File: src/rtl/mbist_mux_pkg.sv
// Shared types and default sizing for the MBIST / functional data-path selector.
package mbist_mux_pkg;

  typedef enum logic {
    MODE_NORMAL = 1'b0,
    MODE_TEST   = 1'b1
  } mode_e;

  localparam int unsigned DEFAULT_WIDTH     = 8;
  localparam int unsigned DEFAULT_CNT_WIDTH = 16;

endpackage : mbist_mux_pkg

File: src/rtl/mux2_comb.sv
// Purely combinational 2:1 selector: y = sel ? b : a, bit-exact, zero latency.
module mux2_comb #(
  parameter int unsigned WIDTH = 8
) (
  input  logic [WIDTH-1:0] a,
  input  logic [WIDTH-1:0] b,
  input  logic             sel,
  output logic [WIDTH-1:0] y
);

  assign y = sel ? b : a;

endmodule : mux2_comb

File: src/rtl/mbist_mode_mux.sv
// Memory-input selector between functional and MBIST data, plus registered
// output copy, mode tracking, mode-switch pulse and saturating test-cycle count.
module mbist_mode_mux
  import mbist_mux_pkg::*;
#(
  parameter int unsigned WIDTH     = DEFAULT_WIDTH,
  parameter int unsigned CNT_WIDTH = DEFAULT_CNT_WIDTH
) (
  input  logic                 clk,
  input  logic                 rst,
  input  logic [WIDTH-1:0]     normal_in,
  input  logic [WIDTH-1:0]     bist_in,
  input  logic                 NbarT,
  output logic [WIDTH-1:0]     out,
  output logic [WIDTH-1:0]     out_q,
  output logic                 mode_q,
  output logic                 mode_change,
  output logic [CNT_WIDTH-1:0] test_cycles
);

  localparam logic [CNT_WIDTH-1:0] CNT_MAX = '1;
  localparam logic [CNT_WIDTH-1:0] CNT_ONE = {{(CNT_WIDTH-1){1'b0}}, 1'b1};

  logic [WIDTH-1:0]     data_q;
  mode_e                mode_reg_q, mode_reg_d;
  logic                 change_q, change_d;
  logic [CNT_WIDTH-1:0] cnt_q, cnt_d;

  // The memory-facing path never touches a flop, so reset cannot disturb it.
  mux2_comb #(.WIDTH(WIDTH)) u_mux (
    .a   (normal_in),
    .b   (bist_in),
    .sel (NbarT),
    .y   (out)
  );

  // NOTE: every always_comb output gets a default first so no latch is inferred.
  always_comb begin
    mode_reg_d = mode_e'(NbarT);
    change_d   = (mode_e'(NbarT) != mode_reg_q);
    cnt_d      = cnt_q;
    if (NbarT && (cnt_q != CNT_MAX)) begin
      cnt_d = cnt_q + CNT_ONE;
    end
  end

  // NOTE: sequential state uses non-blocking assignments only, so all flops
  // sample the same pre-edge values regardless of statement order.
  always_ff @(posedge clk) begin
    if (rst) begin
      data_q     <= '0;
      mode_reg_q <= MODE_NORMAL;
      change_q   <= 1'b0;
      cnt_q      <= '0;
    end else begin
      data_q     <= out;
      mode_reg_q <= mode_reg_d;
      change_q   <= change_d;
      cnt_q      <= cnt_d;
    end
  end

  assign out_q       = data_q;
  assign mode_q      = mode_reg_q;
  assign mode_change = change_q;
  assign test_cycles = cnt_q;

endmodule : mbist_mode_mux

File: config.mk
export PLATFORM = sky130hd
export DESIGN_NAME = mbist_mode_mux
export DESIGN_NICKNAME = d
export VERILOG_FILES = /design/src/rtl/mbist_mux_pkg.sv /design/src/rtl/mux2_comb.sv /design/src/rtl/mbist_mode_mux.sv
export SDC_FILE = /design/constraint.sdc
export NUM_CORES = 1
export LEC_CHECK = 0
export CAP_MARGIN = 20
export CELL_PAD_IN_SITES_DETAIL_PLACEMENT = 0
export CELL_PAD_IN_SITES_GLOBAL_PLACEMENT = 1
export CORE_UTILIZATION = 32
export CTS_CLUSTER_DIAMETER = 60
export DETAILED_ROUTE_END_ITERATION = 8
export DONT_BUFFER_PORTS = 1
export GPL_TIMING_DRIVEN = 0
export PLACE_DENSITY_LB_ADDON = 0.1
export REMOVE_ABC_BUFFERS = 1
export SYNTH_ARGS = -nofsm -noshare
export SYNTH_HDL_FRONTEND = slang
export SYNTH_SLANG_ARGS = --single-unit
File: constraint.sdc
create_clock -name clk -period 1.79 [get_ports clk]
set_clock_uncertainty 0.05 [all_clocks]
set_input_delay 0.179 -clock clk [delete_from_list [all_inputs] [get_ports clk]]
set_output_delay 0.179 -clock clk [all_outputs]
set_load 0.02 [all_outputs]
Word level (Yosys, flattened, before mapping)
Cells that the tools add are included.
Cells by class
  muxes and demuxes: 1
  reductions and logical operators: 1
  equality and inequality tests: 2
  $add $sub $neg: 1
Operators with widths (count)
  $add 16x1->16 const B: 1
  $ne 16x16->1 const B: 1
  $mux 8: 1
  $logic_and 1x1->1: 1
  $ne 1x1->1: 1
Word-level totals
  input bits: 19
  word-level logic and storage cells: 9
  bits in registers: 26
  output and inout port bits: 34

Longest topological paths before layout
  depth in word-level cells: 2
  depth in mapped cells: 6

Cells and area by module
From an unflattened synthesis, not the netlist that was laid out.
Second synthesis, totals
  cell total of the unflattened synthesis: 125
  area total of the unflattened synthesis: 1228.7 sq um
Modules (own cells, without submodules)
  mbist_mode_mux: cells each 116, area an instance 1097.3 sq um, instances 1
  mux2_comb: cells each 9, area an instance 131.4 sq um, instances 1

Least setup slack after synthesis
No wires, ideal clock.
  path type: register to register
  start point: register cnt_q[0] (netlist: test_cycles[0])
  end point: register cnt_q[11] (netlist: test_cycles[11])
  arrival time: 1.666 ns
  path buffers: 0
  library setup time: 0.121 ns
  cell stages (with the launch flop): 6
  path slack: -0.047 ns
  cell sequence: dfxtp_1 > ha_1 > inv_1 > nor4_2 > nor4_1 > mux2_2
On the way
  longest elaborated chain between the ends: 2
  elaborated cells between the ends (all ways): 3
Ends and longest elaborated chain
  start, declared: line mbist_mode_mux.sv:27  | logic [CNT_WIDTH-1:0] cnt_q, cnt_d;
  start signal, assigned: line mbist_mode_mux.sv:59  | cnt_q <= cnt_d;
  branches (longest 2 deep; another with $add 16x1->16)
Parallel ways; which one is timed is not known.
A chain may end at the register's enable or synchronous reset.

Worst setup path in the final report
  start point: register cnt_q[10] (netlist: test_cycles[10])
  end point: register cnt_q[14] (netlist: test_cycles[14])
Same word-level chain as after synthesis.

==> results_dict.tcl <==
set metrics [dict create \
    crit_path_max_fanout 6 \
    end_kind "flop" \
    die_area_um2 4019 \
    synth_edf_count 0 \
    start_kind "flop" \
    yosysSeqAreaShare_pct 43.15 \
    maxCapViolCount 0 \
    cp.arrival_ns 1.88 \
    dr.pass1.iters 6 \
    grt_pass1_wl_um 4726 \
    gr-usage-all-layers_pct 14.93 \
    first_global_vias 969 \
    finalSetupViolations 0 \
    synth_area_um2 1206 \
    drt_wl_total_um 3022 \
    relSlewSlack_pct 46.61 \
    timing.rr.start "test_cycles[10]" \
    power_leakage_nw 0.5452 \
    hold-path-cell-count 3 \
    synth.distinct_cells 35 \
    layout-drive-gt1-share_pct 35.21 \
    start_util_pct 34.78 \
    hold_path_end "test_cycles[0]" \
    drt_iter0_markers 28 \
    overflow 0 \
    layout_common_cells "12 x dfxtp_4, 11 x a21oi_1, 11 x nor2b_1, 11 x nor2_1" \
    ant_nets 0 \
    nNetsFinal 163 \
    crit_type "flop to flop" \
    cts.sinks 26 \
    synthArstFlopShare_pct 0 \
    dp_hpwl_um 1914 \
    fmax_ghz 0.5762 \
    clock_path_buffers 2 \
    synth.avg_cell_area_um2 9.278 \
    rr_worst_depth 4 \
    total_power_mw 1.205 \
    numCtsBuffers 3 \
    drc_errors 0 \
    clkTransAtPathRegs_ns 0.09 \
    status "finished clean" \
    hold_path.class "input port to flop" \
    finalMaxSlewViolations 0 \
    hp-start "NbarT" \
    io_buffers 0 \
    ys_ff_latch 26 \
    root_buffer "clkbuf_8" \
    required_ns 1.94 \
    hold_viol_final 0 \
    clock_latency_ns 0.27 \
    io_pins 53 \
    antenna_cells 0 \
    timing.setup.tns_ns 0 \
    area_growth_pct 29.36 \
    r2r_end "test_cycles[14]" \
    core_um2 3468 \
    tightest_slew_ns 0.7982 \
    cts_tree "built" \
    period_share_pct 96.96 \
    fin_crit_ns 1.736 \
    routabilityCongestion 0.7402 \
    mostFrequentLayoutCell "dfxtp_4" \
    synth.yosys.warnings 0 \
    routed_via_density 5.521 \
    nFillCells 350 \
    vdd_drop_max_v 0.0002518 \
    powerDensity_nw_per_um2 772.0 \
    routedWlPerCell_um 16.07 \
    cts_max_level 1 \
    synthFlopType "dfxtp_1" \
    antenna_found_initial 0 \
    syn_inst 130 \
    grt_max_degree 21 \
    rsz0062_at_grt "yes" \
    die_w_um 63.40 \
    die_y_um 63.40 \
    regToRegSetupSlack_ns 0.05 \
    vias 1038 \
    row_count 21 \
]
[Yosys cell counts, drive strengths merged (2+ instances only)]
| library cell | count | area (um2) |
|---|---|---|
| dfxtp | 26 | 520.5 |
| a21oi | 11 | 55.05 |
| nor2 | 11 | 41.29 |
| nor2b | 11 | 68.82 |
| mux2 | 10 | 112.6 |
| o31ai | 6 | 45.04 |
| or4 | 6 | 45.04 |
| clkbuf | 5 | 18.77 |
| inv | 5 | 18.77 |
| nand2 | 5 | 18.77 |
| nand4 | 4 | 31.28 |
| and3 | 3 | 18.77 |
| nand3 | 3 | 20.02 |
| nor3 | 3 | 15.01 |
| or3 | 3 | 23.77 |
| buf | 2 | 8.750 |
| nor4 | 2 | 18.77 |
| o21ai | 2 | 10.01 |
| o41ai | 2 | 25.03 |
[per-layer routing]
metal / wire (um) / GRT usage (%) / up-vias / part of all wire [%]
met3: 161 / 3.804 / 2 / 5.3
met4: 10 / 5.114 / 0 / 0.33
met2: 1539 / 24.47 / 30 / 51
met5: 0 / 0 / - / 0
li1: - / - / 500 / -
met1: 1310 / 18.78 / 506 / 43
[cell families (layout without fill, tap and decap cells)]
| group | after synthesis | in the layout | share of synthesized area, % |
|---|---|---|---|
| AOI/OAI and AO/OA | 26 | 26 | 14.63 |
| xor gates and xnor gates | 2 | 2 | 1.453 |
| adders and majority gates | 1 | 1 | 1.037 |
| buffers and inverters | 12 | 24 | 3.838 |
| DFF | 26 | 26 | 43.15 |
| muxes | 11 | 11 | 10.17 |
| and+or+nand+nor | 52 | 52 | 25.73 |
[worst max-delay path, cell delays in order (launching register included)]
cell	delay, ns
dfxtp_4	0.42
nand4_4	0.13
or3_4	0.44
or4_4	0.48
a21oi_1	0.14
[through the flow]
| stage | setup WS [ns] | cells | hold slack [ns] | util, % | area [um2] |
|---|---|---|---|---|---|
| 2_1_floorplan | -0.04719 | 123 | 0.1981 | - | 1179 |
| 3_3_place_gp | -0.4026 | 169 | 0.2020 | 35.64 | 1236 |
| 3_5_place_dp | -0.3955 | 169 | 0.2052 | 35.64 | 1236 |
| 4_1_cts | 0.00004041 | 182 | 0.005475 | 42.03 | 1458 |
| 5_1_grt | -0.008122 | 188 | 0.09802 | 44.99 | 1560 |
| 6_report | 0.05437 | 188 | 0.07656 | 44.99 | 1560 |
[power by group]
group	internal (mW)	switching, mW
Clock	0.299	0.192
Combinational	0.0444	0.0459
Sequential	0.584	0.0394
[registers in the layout, indices dropped and copies added, names as in the netlist]
signal and flops:
mode_change 1, mode_q 1, out_q 8, test_cycles 16
[cell type report]
| cell class | count | area (um2) | share of cell area (%) |
|---|---|---|---|
| clock buffer | 3 | 41.29 | 2.646 |
| multi-input combinational | 92 | 714.4 | 45.79 |
| tap | 46 | 57.56 | 3.689 |
| clock inverter | 1 | 30.03 | 1.925 |
| inverter | 5 | 18.77 | 1.203 |
| sequential | 26 | 570.5 | 36.57 |
| timing repair buffer | 15 | 127.6 | 8.180 |
[timing repair]
| item | in CTS | in global routing |
|---|---|---|
| cloned | 0 | 0 |
| pin swaps | 3 | 3 |
| hold endpoints to repair | 24 | 1 |
| buffers inserted | 4 | 5 |
| hold buffers | 5 | 1 |
| endpoints found under the setup margin | 14 | 13 |
| gates resized for setup | 23 | 16 |
[how the worst max path moves through the flow]
stage               slack (ns)             from  cells after the start         endpoint
floorplan                -0.05   test_cycles[0]                      5  test_cycles[11]
global placement         -0.40   test_cycles[0]                      5  test_cycles[11]
detailed placement       -0.40   test_cycles[0]                      5  test_cycles[11]
CTS                    0.00004  test_cycles[10]                      4  test_cycles[14]
global route            -0.008   test_cycles[3]                      5  test_cycles[13]
finish                    0.05  test_cycles[10]                      4  test_cycles[14]
No activity file was read; power rests on OpenSTA's default activity.
